**src/rtl/wm_phase_executor.sv**
```systemverilog
// Phase executor for the washing-machine controller: times fill/run/drain and drives the actuators.
// Optional WM_LID_PAUSE_EN: lid open pauses an active phase instead of faulting.
module wm_phase_executor #(
   parameter int FILL_CYCLES  = 8,
   parameter int SOAK_CYCLES  = 16,
   parameter int WASH_CYCLES  = 32,
   parameter int RINSE_CYCLES = 16,
   parameter int SPIN_CYCLES  = 24,
   parameter int DRAIN_CYCLES = 8,
   parameter int CNT_W        = 8
) (
   input  logic       clock,
   input  logic       reset,
   input  logic       soak_Operation,
   input  logic       wash_Operation,
   input  logic       rinse_Operation,
   input  logic       spin_Operation,
   input  logic       water_Intake,
   input  logic       lid,
   input  logic       cancel,
   output logic       valve_open,
   output logic       motor_on,
   output logic       motor_fast,
   output logic       drain_open,
   output logic       lid_lock,
   output logic       busy,
   output logic       phase_done,
   output logic [2:0] phase_code,
   output logic       fault,
   output logic [2:0] dbg_state
);

   typedef enum logic [2:0] {
      S_IDLE  = 3'd0,
      S_FILL  = 3'd1,
      S_RUN   = 3'd2,
      S_DRAIN = 3'd3,
      S_DONE  = 3'd4,
      S_FAULT = 3'd5
   } state_t;

   localparam logic [CNT_W-1:0] FILL_LD  = CNT_W'(FILL_CYCLES - 1);
   localparam logic [CNT_W-1:0] SOAK_LD  = CNT_W'(SOAK_CYCLES - 1);
   localparam logic [CNT_W-1:0] WASH_LD  = CNT_W'(WASH_CYCLES - 1);
   localparam logic [CNT_W-1:0] RINSE_LD = CNT_W'(RINSE_CYCLES - 1);
   localparam logic [CNT_W-1:0] SPIN_LD  = CNT_W'(SPIN_CYCLES - 1);
   localparam logic [CNT_W-1:0] DRAIN_LD = CNT_W'(DRAIN_CYCLES - 1);

   // Op vector bit order: {spin, rinse, wash, soak}; latched copy is one-hot.
   function automatic logic [CNT_W-1:0] run_ld(input logic [3:0] op);
      logic [CNT_W-1:0] v;
      v = SPIN_LD;
      if (op[0])      v = SOAK_LD;
      else if (op[1]) v = WASH_LD;
      else if (op[2]) v = RINSE_LD;
      return v;
   endfunction

   function automatic logic [2:0] code_of(input logic [3:0] op);
      logic [2:0] c;
      c = 3'd4;
      if (op[0])      c = 3'd1;
      else if (op[1]) c = 3'd2;
      else if (op[2]) c = 3'd3;
      return c;
   endfunction

   state_t           state_q, state_n;
   logic [CNT_W-1:0] cnt_q, cnt_n;
   logic [3:0]       op_q, op_n;
   logic             abort_q, abort_n;
   logic [3:0]       op_vec;
   logic             op_held, stop, active, active_n, pause, lid_trip, hush;

   assign op_vec   = {spin_Operation, rinse_Operation, wash_Operation, soak_Operation};
   assign op_held  = |(op_q & op_vec);
   assign stop     = cancel || !op_held;
   assign active   = (state_q == S_FILL) || (state_q == S_RUN) || (state_q == S_DRAIN);
   assign active_n = (state_n == S_FILL) || (state_n == S_RUN) || (state_n == S_DRAIN);
   assign dbg_state = state_q;

`ifdef WM_LID_PAUSE_EN
   assign pause    = lid && active;
   assign lid_trip = 1'b0;
   assign hush     = lid && active_n;
`else
   assign pause    = 1'b0;
   assign lid_trip = lid && lid_lock;
   assign hush     = 1'b0;
`endif

   always_comb begin
      state_n = state_q;
      cnt_n   = cnt_q;
      op_n    = op_q;
      abort_n = abort_q;
      case (state_q)
         S_IDLE: begin
            cnt_n   = '0;
            abort_n = 1'b0;
            if ((op_vec & (op_vec - 4'd1)) != 4'd0) begin
               state_n = S_FAULT;
            end else if (op_vec != 4'd0) begin
               op_n = op_vec;
               if (water_Intake && !op_vec[3]) begin
                  state_n = S_FILL;
                  cnt_n   = FILL_LD;
               end else begin
                  state_n = S_RUN;
                  cnt_n   = run_ld(op_vec);
               end
            end
         end
         S_FILL, S_RUN: begin
            if (lid_trip) begin
               state_n = S_FAULT;
               cnt_n   = '0;
            end else if (stop) begin
               state_n = S_DRAIN;
               cnt_n   = DRAIN_LD;
               abort_n = 1'b1;
            end else if (pause) begin
               cnt_n = cnt_q;
            end else if (cnt_q != '0) begin
               cnt_n = cnt_q - 1'b1;
            end else if (state_q == S_FILL) begin
               state_n = S_RUN;
               cnt_n   = run_ld(op_q);
            end else if (op_q[2] || op_q[3]) begin
               state_n = S_DRAIN;
               cnt_n   = DRAIN_LD;
            end else begin
               state_n = S_DONE;
            end
         end
         S_DRAIN: begin
            if (lid_trip) begin
               state_n = S_FAULT;
               cnt_n   = '0;
            end else if (pause) begin
               cnt_n = cnt_q;
            end else if (cnt_q != '0) begin
               cnt_n = cnt_q - 1'b1;
            end else if (abort_q) begin
               state_n = S_IDLE;
               op_n    = '0;
            end else begin
               state_n = S_DONE;
            end
         end
         S_DONE: begin
            cnt_n = '0;
            // Four-phase handshake: wait for the controller to drop its command.
            if (!op_held) begin
               state_n = S_IDLE;
               op_n    = '0;
            end
         end
         S_FAULT: cnt_n = '0;
         default: begin
            state_n = S_FAULT;
            cnt_n   = '0;
         end
      endcase
   end

   // Outputs are decoded from the next state so actuators switch with the state.
   always_ff @(posedge clock) begin
      if (reset) begin
         state_q    <= S_IDLE;
         cnt_q      <= '0;
         op_q       <= '0;
         abort_q    <= 1'b0;
         valve_open <= 1'b0;
         motor_on   <= 1'b0;
         motor_fast <= 1'b0;
         drain_open <= 1'b0;
         lid_lock   <= 1'b0;
         busy       <= 1'b0;
         phase_done <= 1'b0;
         phase_code <= 3'd0;
         fault      <= 1'b0;
      end else begin
         state_q    <= state_n;
         cnt_q      <= cnt_n;
         op_q       <= op_n;
         abort_q    <= abort_n;
         valve_open <= (state_n == S_FILL) && !hush;
         motor_on   <= (state_n == S_RUN) && !hush && (!op_n[0] || cnt_n[2]);
         motor_fast <= (state_n == S_RUN) && !hush && op_n[3];
         drain_open <= ((state_n == S_DRAIN) && !hush) || (state_n == S_FAULT);
         lid_lock   <= active_n;
         busy       <= (state_n != S_IDLE);
         phase_done <= (state_n == S_DONE) && (state_q != S_DONE);
         phase_code <= (state_n == S_IDLE)  ? 3'd0 :
                       (state_n == S_FAULT) ? 3'd7 : code_of(op_n);
         fault      <= (state_n == S_FAULT);
      end
   end

endmodule

```
**config.mk**
```make
export PLATFORM = sky130hd
export DESIGN_NAME = wm_phase_executor
export DESIGN_NICKNAME = d
export VERILOG_FILES = /design/src/rtl/wm_phase_executor.sv
export SDC_FILE = /design/constraint.sdc
export NUM_CORES = 1
export LEC_CHECK = 0
export ABC_AREA = 1
export CELL_PAD_IN_SITES_DETAIL_PLACEMENT = 1
export CELL_PAD_IN_SITES_GLOBAL_PLACEMENT = 2
export CORE_MARGIN = 2
export CORE_UTILIZATION = 30
export CTS_CLUSTER_SIZE = 10
export DETAILED_ROUTE_END_ITERATION = 7
export HOLD_SLACK_MARGIN = 0.12
export PLACE_DENSITY = 0.78
export SYNTH_ARGS = -nofsm -noshare
export SYNTH_HDL_FRONTEND = slang
export SYNTH_SLANG_ARGS = --single-unit
```
**constraint.sdc**
```tcl
create_clock -name clock -period 2.1 [get_ports clock]
set_clock_uncertainty 0.1 [all_clocks]
set_input_delay 0.21 -clock clock [delete_from_list [all_inputs] [get_ports clock]]
set_output_delay 0.21 -clock clock [all_outputs]
set_load 0.01 [all_outputs]
```
==> run_results.csv <==
group,metric,value,unit
status,status,"finished, final reports clean",
global_route,met2_usage,30.0,%
power,finalPower,3.20,mW
logic_synthesis,ys_top_cells_by_count,"nand2_1, inv_1, nor2_1",
logic_synthesis,netlist-cell-type-count,32,
cells_and_area,fin_nets,298,
die,num_rows,27,
global_route,grtUsageMet3,2.27,%
timing,hold_viol,0,
logic_synthesis,synth_ff_type,"dfxtp_1",
route,vias,1649,
global_route,grt_max_degree,17,
placed_design,gp_congestion,0.793,
die,dieArea,6290,um^2
timing,worst_slack,0.168,ns
clocking,htreeDepth,1,
critical_path,worstPathRequired,2.20,ns
global_route,grt_pass1_vias,1701,
critical_path,worst_setup_path_end_kind,"flip-flop",
timing,period_share,92.0,%
route,drtPass1Iterations,4,
logic_synthesis,yosysMostFrequentCell,"nand2_1",
global_route,grt_antenna_before_repair,0,
route,drt-total-wl,4.90,mm
logic_synthesis,synth_area,1700,um^2
min_path,hold_end,"cnt_q[7]",
placed_design,io_buffers,22,
placed_design,hpwl,3.96,mm
die,die_y,79.3,um
timing,hold-worst-slack,0.440,ns
clocking,cts_buffers,3,
power,power_leakage,1.02,nW
global_route,grt_usage,17.1,%
logic_synthesis,synth_area_leaders,"dfxtp_1, nand2_1, inv_1",
logic_synthesis,synth_seq_cells,27,
power,irDropWorstVdd,0.645,mV
global_route,gr-usage-met1,21.6,%
clocking,cts_tree,"yes",
cells_and_area,nFillCells,711,
clocking,clock_latency,0.29,ns
critical_path,crit_slowest_cell,"dfxtp_1",
cells_and_area,areaGrowthSynthToFinish,26.5,%
logic_synthesis,yosys_warnings,0,
clocking,clock_sinks,27,
cells_and_area,layout-drive-gt1-share,22.3,%
logic_synthesis,synth_edf_count,0,
critical_path,worstSetupPathType,"reg2reg",
logic_synthesis,synthArstFlopShare,0,%
route,wl_per_cell,13.6,um
power,power_per_cell_area,1490,nW/um^2
critical_path,cp-start-kind,"flip-flop",
critical_path,path_max_fanout,6,
critical_path,crit_top_cell,"nand2_1",
timing,slew_headroom,75.4,%
clocking,cts_hold_buf,0,
min_path,hp-start,"cnt_q[7]",
logic_synthesis,synth_area_leader_cell,"dfxtp_1",
logic_synthesis,syn-mean-instance-area,6.81,um^2
clocking,clk_pin_slew,0.11,ns
global_route,grt.overflow.total,0,
logic_synthesis,netlist_instances,250,
critical_path,reg2reg_to,"phase_code[0]",
run,max_cap_violations,0,
critical_path,crit_chain,"inv_1 > ha_2 > nand2_1 > nor2_4 > buf_4 > nand2_1 > nand2_1 > nand3_1 > nand3_2 > nand2_2 > nand2_2 > nand3_1 > nand2_1 > inv_1",
timing,tightest_slew,0.369,ns
die,coreArea,5510,um^2
critical_path,rr_worst_depth,14,
timing,slew_viol_final,0,
cells_and_area,diodes,0,
global_route,gr-max-usage-layer,"met2",
clocking,cts_buffer_depth,2,
timing,fmax,0.518,GHz
global_route,grt_pass1_wl,8.20,mm
clocking,ctsRootBufferMaster,"clkbuf_8",
route,drtIter0Drc,28,
logic_synthesis,synth_top_area_share,31.8,%
route,drc,0,
critical_path,arrival,2.03,ns
route,vias_per_cell,4.59,
die,start_util,30.9,%
critical_path,max_stage_delay,0.34,ns
die,ios,23,
critical_path,rr_startpoint,"cnt_q[0]",
min_path,holdCritPathClass,"reg2reg",
min_path,min_path_cells,2,
timing,tns,0,ns
critical_path,reg2reg_slack,0.17,ns
logic_synthesis,yosysSeqAreaShare,31.8,%
placed_design,dp_slack,-0.0777,ns
logic_synthesis,syn_nets,260,
route,antenna_left,0,
timing,rsz0062_at_grt,"false",
timing,period_minus_slack,1.93,ns
timing,setup_viol,0,
die,die_w,79.3,um
## registers in the layout, indices dropped and copies added, names as in the netlist
signal / cells
busy: 1
phase_code: 3
lid_lock: 1
motor_fast: 1
phase_done: 1
motor_on: 1
drain_open: 1
valve_open: 1
dbg_state: 3
cnt_q: 8
op_q: 4
abort_q: 1
fault: 1
## critical path: cells and delay by family, from the launching register on
family	cells	cell delay, ns
simple gates	10	0.94
flops	1	0.34
buf+inv	3	0.26
fa+ha+maj	1	0.20
## worst max path at each step
stage,from,end,cells past startpoint
after floorplan,cnt_q[0],phase_code[0],13
after global placement,wash_Operation,phase_code[0],13
after detailed placement,wash_Operation,phase_code[0],13
after CTS,cnt_q[0],phase_code[0],13
after global routing,cnt_q[0],phase_code[0],14
final,cnt_q[0],phase_code[0],14
## area by class of cell
cell class                      instances  area [um^2]  area share (%)
Tap cell                               72         90.1            4.19
Inverter                               37          139            6.45
Timing Repair Buffer                   34          310            14.4
Multi-Input combinational cell        185         1020            47.6
Sequential cell                        27          541            25.1
Clock buffer                            3         41.3            1.92
Clock inverter                          1         7.51           0.349
## stage by stage
stage	cells	cell area, um^2	utilization (%)
after floorplan	250	1700	-
after CTS	358	2140	38.9
after global routing	359	2150	39.1
after global placement	354	2090	38.0
final	359	2150	39.1
after detailed placement	354	2090	38.0
## routing by layer
metal / vias to the layer above / share of wire (%)
met5: - / 0
met4: 0 / 1.2
met3: 5 / 1.7
met2: 15 / 50
met1: 768 / 47
li1: 861 / -
## layout by cell type, fill, tap and decap left out, types with 3 or more instances in the layout
cell type        instances
nand2_1                 64
nand2_4                  4
inv_1                   33
nand2_2                 16
o21ai_0                  7
nor2_4                   6
clkbuf_8                 3
nor3_1                   7
dfxtp_1                 27
a21oi_1                  7
nor2_2                   6
nand3_1                 13
nor2_1                  28
a31oi_1                  3
inv_2                    4
buf_4                   12
clkdlybuf4s50_1         22
## cells by family after synthesis
group                      share of synthesized area [%]
and+or+nand+nor                                     47.1
xor gates and xnor gates                            1.54
AOI/OAI and AO/OA                                   10.5
DFF                                                 31.8
buffers and inverters                               8.38
adders and majority gates                          0.735
## repair_timing
| action | CTS | global route |
|---|---|---|
| setup buffers | 0 | 1 |
| resized for setup | 0 | 2 |
| endpoints found under the setup margin | 0 | 4 |
## report_power, final
group / internal (mW) / leakage [nW] / switching, mW / total (mW)
clock network: 0.135 / 0.0217 / 0.189 / 0.324
registers: 0.667 / 0.221 / 0.144 / 0.811
logic: 0.806 / 0.772 / 1.26 / 2.06
(Power assumes the default switching activity.)
